## config.mk

```make
export PLATFORM = sky130hd
export DESIGN_NAME = weight_mem_server
export DESIGN_NICKNAME = d
export VERILOG_FILES = /design/src/rtl/wms_pkg.sv /design/src/rtl/wms_line_ctr.sv /design/src/rtl/weight_mem_server.sv
export SDC_FILE = /design/constraint.sdc
export NUM_CORES = 2
export LEC_CHECK = 0
export CAP_MARGIN = 25
export CORE_AREA = 2 2 660 662
export DETAILED_ROUTE_END_ITERATION = 8
export DIE_AREA = 0 0 662 664
export PLACE_DENSITY = 0.39
export SLEW_MARGIN = 25
export SYNTH_ARGS = -nofsm -noshare
export SYNTH_HDL_FRONTEND = slang
export SYNTH_SLANG_ARGS = --single-unit
```

## constraint.sdc

```tcl
create_clock -name clk -period 4 [get_ports clk]
set_input_delay 0.8 -clock clk [delete_from_list [all_inputs] [get_ports clk]]
set_output_delay 0.8 -clock clk [all_outputs]
set_load 0.05 [all_outputs]
```

## src/rtl/wms_pkg.sv

```systemverilog
// Shared types and widths for the weight memory server.
package wms_pkg;

  localparam int unsigned LINE_W         = 512;
  localparam int unsigned WORDS_PER_LINE = 8;
  localparam int unsigned WORD_W         = 64;
  localparam int unsigned PERF_W         = 32;

  typedef enum logic [1:0] {
    IDLE    = 2'd0,
    ISSUE   = 2'd1,
    WAIT    = 2'd2,
    DELIVER = 2'd3
  } state_t;

  typedef enum logic {
    REQ_RDN = 1'b0,
    REQ_DNN = 1'b1
  } req_t;

  // One cache line viewed as eight 64-bit words, word i at bits 64i+63:64i.
  typedef logic [WORDS_PER_LINE-1:0][WORD_W-1:0] line_t;

  function automatic req_t other_req(input req_t r);
    return (r == REQ_RDN) ? REQ_DNN : REQ_RDN;
  endfunction

endpackage

```

## src/rtl/wms_line_ctr.sv

```systemverilog
// Per-network line cursor: latched base/count, current line address, wrap and sticky done.
module wms_line_ctr #(
  parameter int unsigned ADDR_W = 32,
  parameter int unsigned CNT_W  = 16
) (
  input  logic              clk,
  input  logic              rst_n,
  input  logic              load,
  input  logic [ADDR_W-1:0] base_addr,
  input  logic [CNT_W-1:0]  num_lines,
  input  logic              advance,
  output logic [ADDR_W-1:0] addr_c,
  output logic              configured_c,
  output logic              done
);

  logic [ADDR_W-1:0] base_q;
  logic [CNT_W-1:0]  num_q;
  logic [CNT_W-1:0]  idx_q;
  logic              last_c;

  assign configured_c = (num_q != '0);
  assign last_c       = (idx_q == (num_q - CNT_W'(1)));
  assign addr_c       = base_q + ADDR_W'(idx_q);

  // Index wraps to zero after the final line and marks the pass complete.
  always_ff @(posedge clk or negedge rst_n) begin
    if (!rst_n) begin
      base_q <= '0;
      num_q  <= '0;
      idx_q  <= '0;
      done   <= 1'b0;
    end else if (load) begin
      base_q <= base_addr;
      num_q  <= num_lines;
      idx_q  <= '0;
      done   <= 1'b0;
    end else if (advance && configured_c) begin
      if (last_c) begin
        idx_q <= '0;
        done  <= 1'b1;
      end else begin
        idx_q <= idx_q + CNT_W'(1);
      end
    end
  end

endmodule

```

## src/rtl/weight_mem_server.sv

```systemverilog
// Arbitrates RDN/DNN weight-line requests onto a single-outstanding host read port.
// Optional wait-cycle counters are enabled with `define WMS_PERF_CNT_EN.
module weight_mem_server
  import wms_pkg::*;
#(
  parameter int unsigned ADDR_W = 32,
  parameter int unsigned CNT_W  = 16
) (
  input  logic              clk,
  input  logic              rst_n,
  input  logic              start,
  input  logic [ADDR_W-1:0] rdn_base_addr,
  input  logic [ADDR_W-1:0] dnn_base_addr,
  input  logic [CNT_W-1:0]  rdn_num_lines,
  input  logic [CNT_W-1:0]  dnn_num_lines,
  input  logic              rdn_mem_req,
  input  logic              dnn_mem_req,
  output logic              weight_mem_ready,
  output logic              weight_mem_sel,
  output line_t             rdn_weight_data,
  output line_t             dnn_weight_data,
  output logic              rd_req_vld,
  output logic [ADDR_W-1:0] rd_req_addr,
  input  logic              rd_req_rdy,
  input  logic              rd_rsp_vld,
  input  logic [LINE_W-1:0] rd_rsp_data,
  output logic              rdn_done,
  output logic              dnn_done,
  output logic              busy
`ifdef WMS_PERF_CNT_EN
  ,
  output logic [PERF_W-1:0] perf_rdn_wait,
  output logic [PERF_W-1:0] perf_dnn_wait
`endif
);

  state_t            state;
  req_t              grant;
  req_t              rr_ptr;
  req_t              next_grant_c;
  logic              load_c;
  logic              adv_rdn_c;
  logic              adv_dnn_c;
  logic              pend_rdn_c;
  logic              pend_dnn_c;
  logic              rdn_cfg_c;
  logic              dnn_cfg_c;
  logic [ADDR_W-1:0] rdn_addr_c;
  logic [ADDR_W-1:0] dnn_addr_c;

  assign load_c     = start && (state == IDLE);
  assign adv_rdn_c  = (state == DELIVER) && (grant == REQ_RDN);
  assign adv_dnn_c  = (state == DELIVER) && (grant == REQ_DNN);
  assign pend_rdn_c = rdn_mem_req && rdn_cfg_c;
  assign pend_dnn_c = dnn_mem_req && dnn_cfg_c;

  wms_line_ctr #(.ADDR_W(ADDR_W), .CNT_W(CNT_W)) u_rdn_ctr (
    .clk          (clk),
    .rst_n        (rst_n),
    .load         (load_c),
    .base_addr    (rdn_base_addr),
    .num_lines    (rdn_num_lines),
    .advance      (adv_rdn_c),
    .addr_c       (rdn_addr_c),
    .configured_c (rdn_cfg_c),
    .done         (rdn_done)
  );

  wms_line_ctr #(.ADDR_W(ADDR_W), .CNT_W(CNT_W)) u_dnn_ctr (
    .clk          (clk),
    .rst_n        (rst_n),
    .load         (load_c),
    .base_addr    (dnn_base_addr),
    .num_lines    (dnn_num_lines),
    .advance      (adv_dnn_c),
    .addr_c       (dnn_addr_c),
    .configured_c (dnn_cfg_c),
    .done         (dnn_done)
  );

  // Round-robin only matters under contention; a lone request always wins.
  always_comb begin
    next_grant_c = REQ_RDN;
    if (pend_rdn_c && pend_dnn_c) begin
      next_grant_c = rr_ptr;
    end else if (pend_dnn_c) begin
      next_grant_c = REQ_DNN;
    end
  end

  // Request/response sequencer with registered handshake outputs.
  always_ff @(posedge clk or negedge rst_n) begin
    if (!rst_n) begin
      state            <= IDLE;
      grant            <= REQ_RDN;
      rr_ptr           <= REQ_RDN;
      rd_req_vld       <= 1'b0;
      rd_req_addr      <= '0;
      weight_mem_ready <= 1'b0;
      weight_mem_sel   <= 1'b0;
      rdn_weight_data  <= '0;
      dnn_weight_data  <= '0;
      busy             <= 1'b0;
    end else begin
      weight_mem_ready <= 1'b0;
      weight_mem_sel   <= 1'b0;
      case (state)
        IDLE: begin
          if (!start && (pend_rdn_c || pend_dnn_c)) begin
            grant       <= next_grant_c;
            rr_ptr      <= other_req(next_grant_c);
            rd_req_vld  <= 1'b1;
            rd_req_addr <= (next_grant_c == REQ_DNN) ? dnn_addr_c : rdn_addr_c;
            busy        <= 1'b1;
            state       <= ISSUE;
          end
        end
        ISSUE: begin
          if (rd_req_rdy) begin
            rd_req_vld <= 1'b0;
            state      <= WAIT;
          end
        end
        WAIT: begin
          if (rd_rsp_vld) begin
            if (grant == REQ_DNN) begin
              dnn_weight_data <= line_t'(rd_rsp_data);
            end else begin
              rdn_weight_data <= line_t'(rd_rsp_data);
            end
            weight_mem_ready <= 1'b1;
            weight_mem_sel   <= grant;
            state            <= DELIVER;
          end
        end
        DELIVER: begin
          busy  <= 1'b0;
          state <= IDLE;
        end
        default: begin
          rd_req_vld <= 1'b0;
          busy       <= 1'b0;
          state      <= IDLE;
        end
      endcase
    end
  end

`ifdef WMS_PERF_CNT_EN
  logic strobe_rdn_c;
  logic strobe_dnn_c;

  assign strobe_rdn_c = weight_mem_ready && !weight_mem_sel;
  assign strobe_dnn_c = weight_mem_ready && weight_mem_sel;

  // Saturating count of cycles each requester spends waiting for its line.
  always_ff @(posedge clk or negedge rst_n) begin
    if (!rst_n) begin
      perf_rdn_wait <= '0;
      perf_dnn_wait <= '0;
    end else if (load_c) begin
      perf_rdn_wait <= '0;
      perf_dnn_wait <= '0;
    end else begin
      if (rdn_mem_req && !strobe_rdn_c && (perf_rdn_wait != '1)) begin
        perf_rdn_wait <= perf_rdn_wait + PERF_W'(1);
      end
      if (dnn_mem_req && !strobe_dnn_c && (perf_dnn_wait != '1)) begin
        perf_dnn_wait <= perf_dnn_wait + PERF_W'(1);
      end
    end
  end
`endif

endmodule

```

# Word-level counts from Yosys, hierarchy flattened
# Index checks and enable logic that the tools add are counted.
# totals
elab_cells	103
ff_bits	1194
output_inout_bits	1062
# op_classes
n_reduce_logical	28
bitwise	1
eq_ne	8
n_addsub	6
muxes	28
# op_table
operator	n
2-to-1 mux 16 bit	6
adder 32 x 16 -> 32 bit	2
adder 16 x 1 -> 16 bit, second input constant	2
equality test 16 bit	2
2-to-1 mux 32 bit	1
nonzero test 16 bit	2
subtractor 16 x 1 -> 16 bit, second input constant	2
2-to-1 mux 1 bit	15
AND reduction 3 bit	4
nonzero test 2 bit	6
logical AND 1 bit	9
one-hot mux 2 bit (4 select lines)	1
AND reduction 2 bit	4
2-to-1 mux 2 bit	3
equality test 2 bit, second input constant	2
inequality test 2 bit, second input constant	2
one-hot mux 1 bit (2 select lines)	2
equality test 2 x 1 -> 1 bit, second input constant	1
zero test 2 bit	1
inequality test 2 x 1 -> 1 bit, second input constant	1
zero test 1 bit	1
logical OR 1 bit	1
NOT 1 bit	1

# Longest topological paths before layout
# depth
ltp_word	6
mapped_depth	11
mapped_depth_nobuf	11

# Hierarchy
# Synthesis repeated with hierarchy kept, for this count alone.
# hier_totals
hier_cells	3256
hier_area_um2	50806.2
# by_module_without_submodules
module	instances	cells_each	area_per_inst_um2
weight_mem_server	1	2398	42160.4
wms_line_ctr (u_rdn_ctr)	1	444	4445.5
wms_line_ctr (u_dnn_ctr)	1	414	4200.3

# Least setup slack after synthesis
# Ideal clock, no wire load.
# synth_path
path_type	reg-to-reg
start	register u_rdn_ctr.num_q[0]
end	register u_rdn_ctr.idx_q[5]
period_less_slack_ps	2625
setup_ps	118
arrival_ps	2507
required_ps	3882
stages_incl_launch_ff	12
n_path_buf	1
setup_slack_ps	1375
cell_sequence	dfrtp_1 > inv_1 > ha_1 > nor3b_1 > nand4b_1 > xnor2_1 > a2111oi_0 > and3_1 > nand4_1 > o31ai_4 > buf_4 > nor2_1
# synth_between
elab_chain_len	5
# synth_rtl
item	line_no	text
start: declaration	wms_line_ctr.sv:18	logic [CNT_W-1:0] num_q;
start signal: assignment	wms_line_ctr.sv:35	num_q <= num_lines;
subtractor 16 x 1 -> 16 bit	wms_line_ctr.sv:23	assign last_c = (idx_q == (num_q - CNT_W'(1)));
equality test 16 bit	wms_line_ctr.sv:23	
2-to-1 mux 16 bit	wms_line_ctr.sv:39	if (last_c) begin
2-to-1 mux 16 bit	wms_line_ctr.sv:38	end else if (advance && configured_c) begin
2-to-1 mux 16 bit	wms_line_ctr.sv:33	end else if (load) begin
end signal: assignment	wms_line_ctr.sv:43	idx_q <= idx_q + CNT_W'(1);
end: declaration	wms_line_ctr.sv:19	logic [CNT_W-1:0] idx_q;
# Parallel ways exist; a longest one is shown, timed or not. The select of a mux whose other input is x is not followed.
# A chain may end at the register's enable or synchronous reset.

# Worst setup path in the final report
# layout_path
start	register rdn_weight_data[26] (netlist name)
end	output rdn_weight_data[26] (netlist name)
# layout_rtl
item	line_no	text
start: declaration	weight_mem_server.sv:20	output line_t rdn_weight_data,
start signal: assignment	weight_mem_server.sv:129	rdn_weight_data <= line_t'(rd_rsp_data);
# No word-level cell between the ends.

==> flow_summary.ini <==
[setup_path]
setup.worst_path.end_class = output pin
cp.required_ns = 3.20
r2r_slack_ns = 0.73
cp_max_fo = 4
cp_num_buf_inv = 1
cp.arrival_ns = 2.47
cp_cell_sequence = clkdlybuf4s50_1
reg2reg_from = u_rdn_ctr.num_q[0]$_DFFE_PN0P_
r2r-end = u_rdn_ctr.idx_q[5]$_DFFE_PN0P_
max_stage_delay_ns = 0.95
crit_family = buffers and inverters
crit_slowest_cell = clkdlybuf4s50_1
worstSetupPathType = register to output pin
start_kind = register
r2r_cells = 10

[final_layout]
fillers = 47622
drive_gt1_share_pct = 14.57
multi_input_area_um2 = 17400
ff_latch_area_um2 = 29880
nNetsFinal = 6881
area_growth_pct = 62.42
postLayoutCellArea_um2 = 78300

[route]
drt_first_pass_iters = 6
route.antenna.remaining_nets = 0
vias_per_cell = 3.421
vias = 41490
wl_per_cell_um = 27.75
drcViolationCount = 0
dr.first_iter.drc_count = 2861
routed_wirelength_um = 336600

[timing]
skew_ns = 0.04673
report.final.slew_viol_count = 0
setup_viol = 0
fmax_mhz = 305.7
hold_violations = 0
tightest_slew_ns = 1.027
rsz0062_at_grt = false
final.setup.tns_ns = 0
min_period_ns = 3.272
period_share_pct = 81.79
maxSlewHeadroom_pct = 31.33

[power_and_ir_drop]
power_switching_w = 0.04216
seqPwrFrac_pct = 26.9
clkPwrFrac_pct = 18.9
swShare_pct = 50.89
ir_worst_vdd_mv = 0.6232
power.density_nw_per_um2 = 1058
internal_power_w = 0.04068
combinationalPowerShare_pct = 54.2
power_leakage_nw = 33.99

[die]
rows = 242
pin_count = 1677
die_h_um = 664
core_um2 = 432700
dieArea_um2 = 439600
die_x_um = 662
start_util_pct = 11.14

[logic_synthesis]
ys_seq_area_share_pct = 61.98
syn_area_um2 = 48210
yosysWarnings = 0
synth_cell_types = 79
synthFlopType = dfrtp_1
async_flop_share_pct = 100.0
synth-edff-count = 0
synth_nets = 5143
syn_inst = 4485
syn_avg_cell_area_um2 = 10.75
ys_ff_latch = 1194

[cts]
htreeDepth = 4
insertion_delay_ns = 0.87
numCtsBuffers = 168
cts-root-buf = clkbuf_16
cts_sinks = 1194
cts_setup_buffers = 0
cts_resized = 0
cts_buffer_depth = 4
cts_tree = built
cts_hold_buf = 1
clkTransAtPathRegs_ns = 0.06

[global_routing]
grt_first_pass_wirelength_um = 434200
grt_remaining_overflow = 0
grt_antenna_before_repair = 131
grt_pass1_vias = 42396
grt_use_total_pct = 14.80
grt_max_degree = 118

[hold_path]
hold_start = dnn_weight_data[445]$_DFFE_PN0P_
min_to = dnn_weight_data[445]$_DFFE_PN0P_
min_path_type = register to register
min_path_cells = 2

[outcome]
status = finished clean

[placement]
dp_hpwl_um = 279000
dpl_cell_area_um2 = 72530
gp_congestion = 0.9670
portBuffers = 1676

[run]
drv_cap = 0
## power groups by stage
stage                     Combinational [W]  Clock (W)  Sequential (W)
after floorplan                     0.00810          0          0.0387
after global placement               0.0456          0          0.0223
after detailed placement             0.0456          0          0.0224
after CTS                            0.0458     0.0162          0.0223
after global routing                 0.0468     0.0166          0.0230
final                                0.0449     0.0157          0.0223
## per-stage QoR
stage          cells  setup WS [ns]  utilization [%]  hold WS (ns)  total power, W
2_1_floorplan   4485          1.375                -        0.4497         0.04675
3_3_place_gp   11786         0.7275            16.76        0.4561         0.06792
3_5_place_dp   11786         0.7084            16.76        0.4612         0.06802
4_1_cts        12088         0.5952            18.08        0.3606         0.08437
5_1_grt        12105         0.4373            18.08        0.4346         0.08642
6_report       12129         0.7283            18.10        0.4701         0.08285
## layout make-up
cell class                 count  share of cell area (%)
multi-input combinational   3045                   22.22
clock buffer                 240                   6.175
clock inverter                61                   1.064
inverter                      29                  0.1486
tap                         5734                   9.163
antenna                       41                  0.1310
timing repair buffer        1785                   22.94
sequential                  1194                   38.16
## flip-flops by register name, indices dropped and copies added (netlist names), 2 cells and up
| name | cells |
|---|---|
| dnn_weight_data | 512 |
| rdn_weight_data | 512 |
| rd_req_addr | 32 |
| u_dnn_ctr.base_q | 32 |
| u_rdn_ctr.base_q | 32 |
| u_dnn_ctr.idx_q | 16 |
| u_dnn_ctr.num_q | 16 |
| u_rdn_ctr.idx_q | 16 |
| u_rdn_ctr.num_q | 16 |
| state | 2 |
## Yosys cell counts, drive strengths merged (4+ instances only)
library cell | count | area [µm²]
a21oi | 54 | 270.3
xnor2 | 51 | 446.7
o21ai | 76 | 387.9
buf | 14 | 83.83
o21a | 6 | 45.04
nor2 | 71 | 269.0
nor3 | 20 | 105.1
or3 | 5 | 36.28
a31oi | 10 | 62.56
a22o | 15 | 131.4
and4 | 5 | 43.79
o31ai | 6 | 68.81
o22ai | 4 | 25.02
o211ai | 10 | 75.07
mux2 | 514 | 5788
nand2 | 1907 | 7161
and2 | 6 | 37.54
o21bai | 7 | 52.55
dfrtp | 1194 | 29880
nor4 | 9 | 98.84
clkbuf | 203 | 763.2
nor2b | 18 | 112.6
and3 | 25 | 156.4
a21o | 8 | 60.06
nand4 | 13 | 81.33
o2111ai | 4 | 35.03
inv | 29 | 108.9
mux2i | 6 | 60.06
nand2b | 11 | 68.82
a211oi | 8 | 60.06
nand4b | 4 | 35.03
ha | 41 | 513.0
xor2 | 56 | 490.5
nor3b | 4 | 35.03
nand3 | 26 | 130.1
## placed cells by master (no fill, tap or decap), types with 5 or more instances in the layout
| cell | synthesis | routed |
|---|---|---|
| a211oi_1 | 8 | 8 |
| a21o_1 | 8 | 8 |
| a21oi_1 | 54 | 54 |
| a22o_1 | 15 | 15 |
| a31oi_1 | 10 | 10 |
| and2_1 | 6 | 5 |
| and3_1 | 25 | 25 |
| and4_1 | 5 | 5 |
| buf_12 | 0 | 31 |
| buf_4 | 1 | 86 |
| bufinv_16 | 0 | 12 |
| clkbuf_1 | 202 | 36 |
| clkbuf_16 | 0 | 168 |
| clkbuf_8 | 0 | 36 |
| clkdlybuf4s50_1 | 0 | 1662 |
| clkinv_2 | 0 | 25 |
| clkinv_8 | 0 | 8 |
| clkinvlp_4 | 0 | 6 |
| dfrtp_1 | 1194 | 1194 |
| diode_2 | 0 | 41 |
| ha_1 | 41 | 41 |
| inv_1 | 28 | 28 |
| mux2_2 | 514 | 514 |
| mux2i_1 | 6 | 6 |
| nand2_1 | 1906 | 1904 |
| nand2b_1 | 11 | 10 |
| nand3_1 | 26 | 26 |
| nand4_1 | 13 | 13 |
| nor2_1 | 70 | 70 |
| nor2b_1 | 18 | 18 |
| nor3_1 | 19 | 18 |
| nor4_1 | 5 | 5 |
| o211ai_1 | 10 | 10 |
| o21a_1 | 6 | 6 |
| o21ai_0 | 66 | 66 |
| o21ai_1 | 8 | 8 |
| o21bai_1 | 7 | 7 |
| xnor2_1 | 51 | 51 |
| xor2_1 | 56 | 56 |
## layer usage
metal  global-route usage (%)  vias to the layer above  routed length, µm
li1                         -                    18161                  -
met5                        0                        -                202
met2                    25.58                     1636             165000
met3                    5.483                      444              31000
met1                    17.10                    21217             130600
met4                    3.803                       32               9758
## kinds of logic after synthesis
family	synth area share [%]
flip-flops	61.98
multiplexers	12.13
buffers and inverters	1.983
AO/OA/AOI/OAI	3.141
adder cells (fa/ha/maj)	1.147
AND/OR/NAND/NOR	17.63
XOR/XNOR	1.991
## how the worst max path moves through the flow
stage / from / to / slack, ns / cells past startpoint
floorplan: u_rdn_ctr.num_q[0]$_DFFE_PN0P_ / u_rdn_ctr.idx_q[5]$_DFFE_PN0P_ / 1.37 / 11
global placement: rd_rsp_vld / rdn_weight_data[191]$_DFFE_PN0P_ / 0.73 / 5
detailed placement: u_rdn_ctr.num_q[0]$_DFFE_PN0P_ / u_rdn_ctr.idx_q[5]$_DFFE_PN0P_ / 0.71 / 10
CTS: rdn_weight_data[185]$_DFFE_PN0P_ / rdn_weight_data[185] / 0.60 / 1
global route: u_rdn_ctr.idx_q[0]$_DFFE_PN0P_ / rd_req_addr[30]$_DFFE_PN0P_ / 0.44 / 11
finish: rdn_weight_data[26]$_DFFE_PN0P_ / rdn_weight_data[26] / 0.73 / 1
Power figures use the tool's default switching activity.
